--- config.mk ---
export PLATFORM = sky130hd
export DESIGN_NAME = id_ex_stage
export DESIGN_NICKNAME = d
export VERILOG_FILES = /design/src/rtl/id_ex_stage.sv
export SDC_FILE = /design/constraint.sdc
export NUM_CORES = 1
export LEC_CHECK = 0
export CAP_MARGIN = 10
export CORE_AREA = 3 3 169 171
export DETAILED_ROUTE_END_ITERATION = 8
export DIE_AREA = 0 0 172 174
export PLACE_DENSITY = 0.79
export SLEW_MARGIN = 20
export SYNTH_ARGS = -nofsm -noshare
export SYNTH_HDL_FRONTEND = slang
export SYNTH_SLANG_ARGS = --single-unit
--- constraint.sdc ---
create_clock -name clk -period 10.2 [get_ports clk]
set_clock_uncertainty 0.15 [all_clocks]
set_input_delay 2.55 -clock clk [delete_from_list [all_inputs] [get_ports clk]]
set_output_delay 2.55 -clock clk [all_outputs]
set_load 0.05 [all_outputs]
--- src/rtl/id_ex_stage.sv ---
// ID/EX pipeline register for the RV32I core: immediate generation, MEM/WB forwarding,
// load-use bubble insertion and branch/jump target computation feeding the ALU.
module id_ex_stage #(
    parameter int XLEN   = 32,
    parameter int REG_AW = 5
) (
    input  logic              clk,
    input  logic              rst_n,
    input  logic              id_valid,
    input  logic [XLEN-1:0]   id_pc,
    input  logic [31:0]       id_inst,
    input  logic [XLEN-1:0]   id_rs1_data,
    input  logic [XLEN-1:0]   id_rs2_data,
    input  logic              stall,
    input  logic              flush,
    input  logic              mem_reg_write,
    input  logic [REG_AW-1:0] mem_rd,
    input  logic [XLEN-1:0]   mem_fwd_data,
    input  logic              wb_reg_write,
    input  logic [REG_AW-1:0] wb_rd,
    input  logic [XLEN-1:0]   wb_data,
    output logic              id_hold,
    output logic              ex_valid,
    output logic [4:0]        ex_opcode,
    output logic [2:0]        ex_func3,
    output logic              ex_func7,
    output logic [XLEN-1:0]   ex_operand1,
    output logic [XLEN-1:0]   ex_operand2,
    output logic [XLEN-1:0]   ex_store_data,
    output logic [XLEN-1:0]   ex_target,
    output logic [REG_AW-1:0] ex_rd,
    output logic              ex_reg_write,
    output logic              ex_mem_read,
    output logic              ex_mem_write
);
    localparam logic [4:0] OPC_LOAD   = 5'b00000;
    localparam logic [4:0] OPC_STORE  = 5'b01000;
    localparam logic [4:0] OPC_BRANCH = 5'b11000;
    localparam logic [4:0] OPC_JALR   = 5'b11001;
    localparam logic [4:0] OPC_JAL    = 5'b11011;
    localparam logic [4:0] OPC_OPIMM  = 5'b00100;
    localparam logic [4:0] OPC_OP     = 5'b01100;
    localparam logic [4:0] OPC_LUI    = 5'b01101;
    localparam logic [4:0] OPC_AUIPC  = 5'b00101;

    typedef struct packed {
        logic              valid;
        logic [XLEN-1:0]   pc;
        logic [4:0]        opcode;
        logic [2:0]        func3;
        logic              func7;
        logic [REG_AW-1:0] rd;
        logic [REG_AW-1:0] rs1;
        logic [REG_AW-1:0] rs2;
        logic [XLEN-1:0]   imm;
        logic [XLEN-1:0]   rs1_data;
        logic [XLEN-1:0]   rs2_data;
        logic              reg_write;
        logic              mem_read;
        logic              mem_write;
    } ex_state_t;

    // Bubble and reset state: addi x0,x0,0 marked invalid
    localparam ex_state_t EX_NOP = '{opcode: OPC_OPIMM, default: '0};

    ex_state_t         ex_q;
    ex_state_t         ex_next;
    logic [4:0]        id_opcode;
    logic [2:0]        id_func3;
    logic [REG_AW-1:0] id_rd;
    logic [REG_AW-1:0] id_rs1;
    logic [REG_AW-1:0] id_rs2;
    logic [XLEN-1:0]   id_imm;
    logic [XLEN-1:0]   id_rs1_byp;
    logic [XLEN-1:0]   id_rs2_byp;
    logic              id_writes;
    logic              uses_rs1;
    logic              uses_rs2;
    logic              load_use;
    logic [XLEN-1:0]   rs1f;
    logic [XLEN-1:0]   rs2f;
    logic [XLEN-1:0]   jalr_sum;
    logic              unused_inst_bits;

    assign id_opcode        = id_inst[6:2];
    assign id_func3         = id_inst[14:12];
    assign id_rd            = id_inst[11:7];
    assign id_rs1           = id_inst[19:15];
    assign id_rs2           = id_inst[24:20];
    assign unused_inst_bits = &{1'b0, id_inst[1:0]};

    always_comb begin
        id_imm = '0;
        case (id_opcode)
            OPC_LOAD, OPC_OPIMM, OPC_JALR:
                id_imm = {{20{id_inst[31]}}, id_inst[31:20]};
            OPC_STORE:
                id_imm = {{20{id_inst[31]}}, id_inst[31:25], id_inst[11:7]};
            OPC_BRANCH:
                id_imm = {{19{id_inst[31]}}, id_inst[31], id_inst[7], id_inst[30:25],
                          id_inst[11:8], 1'b0};
            OPC_LUI, OPC_AUIPC:
                id_imm = {id_inst[31:12], 12'b0};
            OPC_JAL:
                id_imm = {{11{id_inst[31]}}, id_inst[31], id_inst[19:12], id_inst[20],
                          id_inst[30:21], 1'b0};
            default:
                id_imm = '0;
        endcase
    end

    always_comb begin
        id_writes = 1'b0;
        case (id_opcode)
            OPC_OP, OPC_OPIMM, OPC_LUI, OPC_AUIPC, OPC_LOAD, OPC_JAL, OPC_JALR: id_writes = 1'b1;
            default: id_writes = 1'b0;
        endcase
    end

    assign uses_rs1 = !(id_opcode == OPC_LUI || id_opcode == OPC_AUIPC || id_opcode == OPC_JAL);
    assign uses_rs2 = (id_opcode == OPC_OP) || (id_opcode == OPC_STORE) || (id_opcode == OPC_BRANCH);

    // A load in EX cannot forward in time, so a dependent ID instruction waits one cycle
    assign load_use = ex_q.valid && ex_q.mem_read && (ex_q.rd != '0) && id_valid &&
                      ((uses_rs1 && (id_rs1 == ex_q.rd)) || (uses_rs2 && (id_rs2 == ex_q.rd)));
    assign id_hold  = load_use && !stall && !flush;

    assign id_rs1_byp = (wb_reg_write && (id_rs1 != '0) && (wb_rd == id_rs1)) ? wb_data : id_rs1_data;
    assign id_rs2_byp = (wb_reg_write && (id_rs2 != '0) && (wb_rd == id_rs2)) ? wb_data : id_rs2_data;

    always_comb begin
        ex_next           = EX_NOP;
        ex_next.valid     = id_valid;
        ex_next.pc        = id_pc;
        ex_next.opcode    = id_opcode;
        ex_next.func3     = id_func3;
        ex_next.func7     = id_inst[30] && ((id_opcode == OPC_OP) ||
                            ((id_opcode == OPC_OPIMM) && (id_func3 == 3'b101)));
        ex_next.rd        = id_rd;
        ex_next.rs1       = id_rs1;
        ex_next.rs2       = id_rs2;
        ex_next.imm       = id_imm;
        ex_next.rs1_data  = id_rs1_byp;
        ex_next.rs2_data  = id_rs2_byp;
        ex_next.reg_write = id_valid && id_writes && (id_rd != '0);
        ex_next.mem_read  = id_valid && (id_opcode == OPC_LOAD);
        ex_next.mem_write = id_valid && (id_opcode == OPC_STORE);
    end

    // During a stall the operand registers keep absorbing forwarded results
    always_ff @(posedge clk or negedge rst_n) begin
        if (!rst_n) begin
            ex_q <= EX_NOP;
        end else if (flush || (load_use && !stall)) begin
            ex_q <= EX_NOP;
        end else if (stall) begin
            ex_q.rs1_data <= rs1f;
            ex_q.rs2_data <= rs2f;
        end else begin
            ex_q <= ex_next;
        end
    end

    function automatic logic [XLEN-1:0] forward(
        input logic [REG_AW-1:0] rs,
        input logic [XLEN-1:0]   reg_val,
        input logic              mem_we,
        input logic [REG_AW-1:0] mem_dst,
        input logic [XLEN-1:0]   mem_val,
        input logic              wb_we,
        input logic [REG_AW-1:0] wb_dst,
        input logic [XLEN-1:0]   wb_val
    );
        if (rs == '0)
            return '0;
        else if (mem_we && (mem_dst == rs))
            return mem_val;
        else if (wb_we && (wb_dst == rs))
            return wb_val;
        else
            return reg_val;
    endfunction

    assign rs1f = forward(ex_q.rs1, ex_q.rs1_data, mem_reg_write, mem_rd, mem_fwd_data,
                          wb_reg_write, wb_rd, wb_data);
    assign rs2f = forward(ex_q.rs2, ex_q.rs2_data, mem_reg_write, mem_rd, mem_fwd_data,
                          wb_reg_write, wb_rd, wb_data);

    always_comb begin
        ex_operand1 = '0;
        ex_operand2 = '0;
        case (ex_q.opcode)
            OPC_OP, OPC_BRANCH: begin
                ex_operand1 = rs1f;
                ex_operand2 = rs2f;
            end
            OPC_OPIMM, OPC_LOAD, OPC_STORE: begin
                ex_operand1 = rs1f;
                ex_operand2 = ex_q.imm;
            end
            OPC_LUI: begin
                ex_operand2 = ex_q.imm;
            end
            OPC_AUIPC, OPC_JAL, OPC_JALR: begin
                ex_operand1 = ex_q.pc;
                ex_operand2 = ex_q.imm;
            end
            default: begin
                ex_operand1 = '0;
                ex_operand2 = '0;
            end
        endcase
    end

    assign jalr_sum      = rs1f + ex_q.imm;
    assign ex_target     = (ex_q.opcode == OPC_JALR) ? {jalr_sum[XLEN-1:1], 1'b0} : ex_q.pc + ex_q.imm;
    assign ex_store_data = rs2f;
    assign ex_valid      = ex_q.valid;
    assign ex_opcode     = ex_q.opcode;
    assign ex_func3      = ex_q.func3;
    assign ex_func7      = ex_q.func7;
    assign ex_rd         = ex_q.rd;
    assign ex_reg_write  = ex_q.reg_write;
    assign ex_mem_read   = ex_q.mem_read;
    assign ex_mem_write  = ex_q.mem_write;

endmodule
==> results of run 1 <==
[cells by family after synthesis]
logic type | share of synthesized area
DFF | 0.288
xor gates and xnor gates | 0.0517
muxes | 0.0924
buffers and inverters | 0.0669
adders and majority gates | 0.0593
and+or+nand+nor | 0.181
AOI/OAI and AO/OA | 0.261
[routing by layer]
layer / vias up / global-route usage
met5: - / 0
met1: 6999 / 0.457
met2: 919 / 0.560
met3: 178 / 0.0546
li1: 6676 / -
met4: 2 / 0.218
[flip-flops by register name (all words and copies together), names as in the netlist]
register and flops:
ex_func3 3, ex_func7 1, ex_mem_read 1, ex_mem_write 1, ex_opcode 5, ex_q 138
ex_rd 5, ex_reg_write 1, ex_valid 1
[area by class of cell]
class | instances | area share
Timing Repair Buffer | 408 | 0.229
Sequential cell | 156 | 0.214
Clock inverter | 14 | 0.00898
Tap cell | 341 | 0.0234
Clock buffer | 18 | 0.0241
Antenna cell | 3 | 0.000411
Inverter | 91 | 0.0187
Multi-Input combinational cell | 1313 | 0.481
[final timing paths]
kind	start	end	cells after the start
max	wb_rd[3]	ex_target[29]	22
min	ex_func7$_DFFE_PN0P_	ex_func7$_DFFE_PN0P_	2
max reg2reg	ex_rd[0]$_DFFE_PN0P_	ex_q[46]$_DFF_PN0_	9
min reg2reg	ex_func7$_DFFE_PN0P_	ex_func7$_DFFE_PN0P_	2
max in group asynchronous	rst_n	ex_q[52]$_DFF_PN0_	2
min in group asynchronous	rst_n	ex_q[44]$_DFF_PN0_	1
[through the flow]
stage          total power [W]  hold WS (ns)  instances  setup TNS [ns]
2_1_floorplan          0.00113         0.341       1692               0
3_3_place_gp           0.00148         0.362       2309        -0.00294
3_5_place_dp           0.00149         0.368       2309               0
4_1_cts                0.00215         0.387       2341               0
5_1_grt                0.00223         0.429       2344               0
6_report               0.00215         0.386       2344               0
[what timing repair did]
| action | in CTS | in global routing |
|---|---|---|
| endpoints found under the setup margin | 1 | 9 |
| pin swaps | 0 | 1 |
| resized for setup | 2 | 6 |
[cells in the mapped netlist (10+ instances only)]
cell type,count
ha_1,61
nor3_1,24
o31ai_1,11
xnor2_1,37
nor2b_1,69
nand2b_1,12
mux2i_1,125
o21ai_0,119
o211ai_1,35
nor4_1,14
a21oi_1,77
nor2_1,161
and3_1,11
a211o_1,34
o21bai_1,10
nand3_1,23
buf_4,13
a211oi_1,133
nand2_1,170
buf_2,15
xor2_1,43
a21o_1,28
dfrtp_1,155
clkbuf_1,99
inv_1,91
a22oi_1,17
[worst max-delay path, stage by stage]
cell,delay [ns]
clkdlybuf4s50_1,0.46
xor2_1,0.19
nor4_4,0.31
and2_2,0.23
buf_12,0.21
mux2i_1,0.22
nand2_1,0.07
o211ai_1,0.15
inv_1,0.11
ha_1,0.30
a21o_1,0.19
a211oi_1,0.26
o21ai_0,0.15
a31oi_1,0.27
nor2_1,0.09
a211o_1,0.31
and4bb_1,0.26
o21a_1,0.19
o21a_1,0.18
o31ai_2,0.27
buf_4,0.17
buf_12,0.12
[cell usage in the layout (no fill, tap or decap), drive strengths merged, types with 7 or more instances in the layout]
| cell type | n |
|---|---|
| nor4 | 15 |
| nor2b | 69 |
| inv | 101 |
| nand2b | 12 |
| and2 | 8 |
| o31ai | 11 |
| clkbuf | 18 |
| a211oi | 133 |
| o21ai | 121 |
| a22oi | 17 |
| mux2i | 125 |
| nor2 | 161 |
| buf | 84 |
| nand2 | 170 |
| o21bai | 10 |
| nand4 | 9 |
| xor2 | 43 |
| a21oi | 77 |
| dfrtp | 155 |
| nand3 | 23 |
| xnor2 | 37 |
| ha | 61 |
| nor3 | 24 |
| a31oi | 7 |
| a21o | 28 |
| clkdlybuf4s50 | 322 |
| and3 | 11 |
| a211o | 34 |
| or3 | 7 |
| o211ai | 35 |
[power by group]
group	internal, W	leakage, nW	switching (W)
clock network	0.000339	0.293	0.000327
registers	0.000653	2.07	0.0000337
logic	0.000314	5.93	0.000487
==> impl_metrics.yaml, run 1 <==
timing:
  grt_setup_unrepaired: "no"
  fin_crit_ns: 9.99
  fin_ws_ns: 0.210
  setup_violations: 0
  slew_viol_final: 0
  slew-limit-headroom: 0.276
  tightest_slew_ns: 1.08
  fmax_mhz: 100
  final-hold-violation-count: 0
  period_share: 0.979
floorplan:
  row_count: 60
  die_h_um: 174
  initial_core_util: 0.501
  die_w_um: 172
  core_area_mm2: 0.0270
  dieArea_mm2: 0.0299
  io_pins: 356
yosys:
  synth_cells: 1692
  yosysSeqAreaShare: 0.288
  syn-cell-area_mm2: 0.0135
  async_flop_share: 1.00
  synth_cell_types: 68
  ys.flop_type: "dfrtp_1"
  ys_ff_latch: 156
  syn_area_per_cell_um2: 8.00
  synth.area.top_cells: "dfrtp_1 (29%), mux2i_1 (9.2%), a211oi_1 (7.4%)"
  yosysWarnings: 0
  synth_edf_count: 0
  yosysTopAreaCell: "dfrtp_1"
  synth.top_cell.area_share: 0.286
  synth_fp_nets: 1964
clock_network:
  htreeDepth: 4
  root_buffer: "clkbuf_16"
  clk_pin_slew_ns: 0.08
  clock_path_buffers: 2
  hold_buffers: 0
  cts_tree: "done"
  cts.sinks: 156
  numCtsBuffers: 17
  postCtsSetupBuffers: 0
  clk_latency_ns: 0.44
detailed_routing:
  vias_per_cell: 6.30
  drc: 0
  totalWireLength_um: 55200
  drt-met1-wl_um: 21500
  met3WireLength_um: 4630
  wl_per_cell_um: 23.5
  ant_nets: 0
  met2WireLength_um: 25000
  drt-initial-drc-count: 1582
  drt_pass1_iterations: 8
  dr.max_layer_used: "met5"
  routed-via-count: 14800
placed_design:
  dp_slack_ns: 0.0312
  place_congestion: 0.948
  portBuffers: 353
  placed_cell_area_mm2: 0.0176
  dp.final_hpwl_um: 41300
global_route:
  grt_pass1_wl_um: 83000
  track_usage: 0.356
  grt_overflow: 0
  grt_pass1_vias: 14300
  grt_max_degree: 84
  antenna_found_initial: 4
layout:
  regArea_mm2: 0.00391
  finalNetCount: 2259
  multi_input_area_mm2: 0.00878
  design_area_mm2: 0.0183
  drive_gt1_frac: 0.0695
  area_growth_pct: 34.8
  fin_util: 0.675
  fillCellCount: 2302
critical_path:
  start_kind: "input port"
  ff2ff_setup_slack_ns: 6.19
  crit_path_max_fanout: 21
  arrival_ns: 7.29
  worst_setup_path_end_kind: "primary output"
  critPathKind: "in -> out"
  critPathRequiredTime_ns: 7.50
pwr:
  leakage_nw: 8.29
  worst_ir_drop_vdd_mv: 0.105
  powerDensity_mw_per_mm2: 118
status:
  status: "complete, no violations"
run:
  maxCapViolations: 0
min_path:
  min_path_type: "reg -> reg"
Power figures use the tool's default switching activity.
==> inputs of run 2 (changes only) <==
CELL_PAD_IN_SITES_DETAIL_PLACEMENT = 2   (was unset)
CELL_PAD_IN_SITES_GLOBAL_PLACEMENT = 2   (was unset)
CORE_AREA = 3 3 221 223   (was 3 3 169 171)
DIE_AREA = 0 0 224 226   (was 0 0 172 174)
PLACE_DENSITY = 0.8   (was 0.79)
==> run 2 against run 1 <==
- utilization down 27 points
- clock power is 6.0% higher
- critical path depth stayed put
- sequential power about the same
- critical endpoint unchanged
- register-to-register slack improved by 0.07 ns
- setup slack lost 0.020 ns
- hold slack barely moved
- clock-buffer cell count shrank 1
- global-route usage decreased by 7.7 points
- combinational power grew 5.2%
- sequential share of layout area fell by 0.77 points
- critical path type unchanged
- maximum frequency fell by 0.20%
==> impl_metrics.yaml, run 2 (synthesized netlist as in run 1, its figures left out) <==
pwr:
  pwr-share-clk: 0.315
  p_int_w: 0.00133
  power_switching_w: 0.000911
  finalPower_w: 0.00224
  leakage_nw: 8.49
  pwr-share-seq: 0.308
  power_switching_share: 0.407
  powerDensity_mw_per_mm2: 118
  pwr-share-comb: 0.376
  worst_ir_drop_vdd_mv: 0.0938
layout:
  regArea_mm2: 0.00391
  area_growth_pct: 39.8
  drive_gt1_frac: 0.0893
  multi_input_area_mm2: 0.00884
  fillCellCount: 5260
  finalNetCount: 2297
  largest_reg_flops: 138
  layout_commonest_cell: "clkdlybuf4s50_1"
  fin_util: 0.405
  top_register: "ex_q"
  final_cell_mix: "clkdlybuf4s50_1 (324), nand2_1 (170), nor2_1 (158)"
min_path:
  min_path_type: "reg -> reg"
  hold_path.startpoint: "ex_reg_write$_DFFE_PN0P_"
  min_to: "ex_reg_write$_DFFE_PN0P_"
  hold_depth: 2
floorplan:
  core_area_mm2: 0.0468
  initial_core_util: 0.290
  die_w_um: 224
  die_h_um: 226
  row_count: 79
  io_pins: 356
  dieArea_mm2: 0.0506
timing:
  fmax_mhz: 99.9
  whs_ns: 0.387
  slew-limit-headroom: 0.287
  setup_violations: 0
  fin_setup_tns_ns: 0
  tightest_slew_ns: 1.07
  period_share: 0.981
  fin_crit_ns: 10.01
  final-hold-violation-count: 0
  slew_viol_final: 0
critical_path:
  slowest_stage: "clkdlybuf4s50_1"
  r2r_start: "ex_rd[0]$_DFFE_PN0P_"
  cpMostUsedCell: "o21a_1"
  critPathRequiredTime_ns: 7.50
  crit_path_max_fanout: 5
  arrival_ns: 7.31
  rr_worst_depth: 8
  r2r-end: "ex_q[47]$_DFF_PN0_"
  critPathKind: "in -> out"
  crit_chain: "clkdlybuf4s50_1 -> xor2_1 -> nor4_4 -> and2_4 -> buf_6 -> mux2i_1 -> nand2_1 -> o211ai_1 -> inv_1 -> ha_4 -> a21o_1 -> a211oi_1 -> o21ai_0 -> a31oi_2 -> nor2_1 -> a211o_1 -> and4bb_2 -> o21a_1 -> o21a_1 -> o31ai_1 -> buf_4 -> buf_12"
  ff2ff_setup_slack_ns: 6.26
  worst_setup_path_end_kind: "primary output"
  cp_slowest_stage_delay_ns: 0.46
  critical-path-top-delay-family: "compound AO/OA/AOI/OAI gates"
  start_kind: "input port"
  crit_buf_inv: 5
detailed_routing:
  ant_nets: 0
  routed-via-count: 14800
  drt-initial-drc-count: 957
  drt_pass1_iterations: 5
  drc: 0
  wl_per_cell_um: 27.3
  vias_per_cell: 5.59
  totalWireLength_um: 72400
clock_network:
  htreeDepth: 4
  cts_tree: "done"
  root_buffer: "clkbuf_16"
  clock_path_buffers: 2
  clk_latency_ns: 0.50
  clk_pin_slew_ns: 0.07
  cts.sinks: 156
  numCtsBuffers: 17
status:
  status: "complete, no violations"
global_route:
  track_usage: 0.279
  grt_pass1_vias: 16100
  grt_overflow: 0
  antenna_found_initial: 11
  grt_max_degree: 92
  grt_pass1_wl_um: 105000
placed_design:
  portBuffers: 353
  place_congestion: 0.913
  dp.final_hpwl_um: 55200
run:
  maxCapViolations: 0
==> run 2: worst min-delay path, stage by stage, from the launching register on <==
cell and delay (ns):
dfrtp_1 0.35, a21oi_1 0.07, nor2_1 0.08
==> run 2: how the worst max path moves through the flow <==
stage,startpoint,to,cells after the start
3_5_place_dp,wb_rd[3],ex_target[28],21
5_1_grt,wb_rd[4],ex_target[30],24
6_report,wb_rd[4],ex_target[29],22
4_1_cts,wb_rd[3],ex_target[28],21
3_3_place_gp,wb_rd[3],ex_target[28],21
2_1_floorplan,wb_rd[4],ex_target[30],21
==> run 2: per-stage QoR <==
step	setup slack (ns)	cells	cell area, µm²
global placement	0.0448	2593	18100
CTS	0.0514	2625	18700
global route	-0.0213	2654	18900
detailed placement	-0.227	2593	18100
finish	0.190	2654	18900
floorplan	0.177	1692	13500
==> run 2: routing by layer <==
| layer | vias up | track usage | routed length [µm] |
|---|---|---|---|
| li1 | 6745 | - | - |
| met1 | 7562 | 0.340 | 30400 |
| met2 | 400 | 0.473 | 35500 |
| met3 | 120 | 0.0484 | 2660 |
| met4 | 6 | 0.144 | 3730 |
| met5 | - | 0 | 35 |
==> run 2: layout make-up <==
class / count / share of cell area
tap: 607 / 0.0401
timing repair buffer: 445 / 0.235
antenna: 9 / 0.00119
inverter: 91 / 0.0180
sequential: 156 / 0.206
multi-input combinational: 1314 / 0.467
clock buffer: 17 / 0.0225
clock inverter: 15 / 0.0100
==> run 2: power by group through the flow <==
stage / logic (W) / registers, W / clock network, W
2_1_floorplan: 0.000449 / 0.000684 / 0
3_3_place_gp: 0.000814 / 0.000699 / 0
3_5_place_dp: 0.000832 / 0.000701 / 0
4_1_cts: 0.000838 / 0.000689 / 0.000724
5_1_grt: 0.000892 / 0.000694 / 0.000744
6_report: 0.000842 / 0.000689 / 0.000706
==> run 2: what timing repair did <==
action | in CTS | in global routing
setup endpoints to repair | 6 | 12
buffers inserted | 0 | 19
pin swaps | 0 | 8
hold buffers | 0 | 0
gates resized for setup | 3 | 17
cloned | 0 | 1
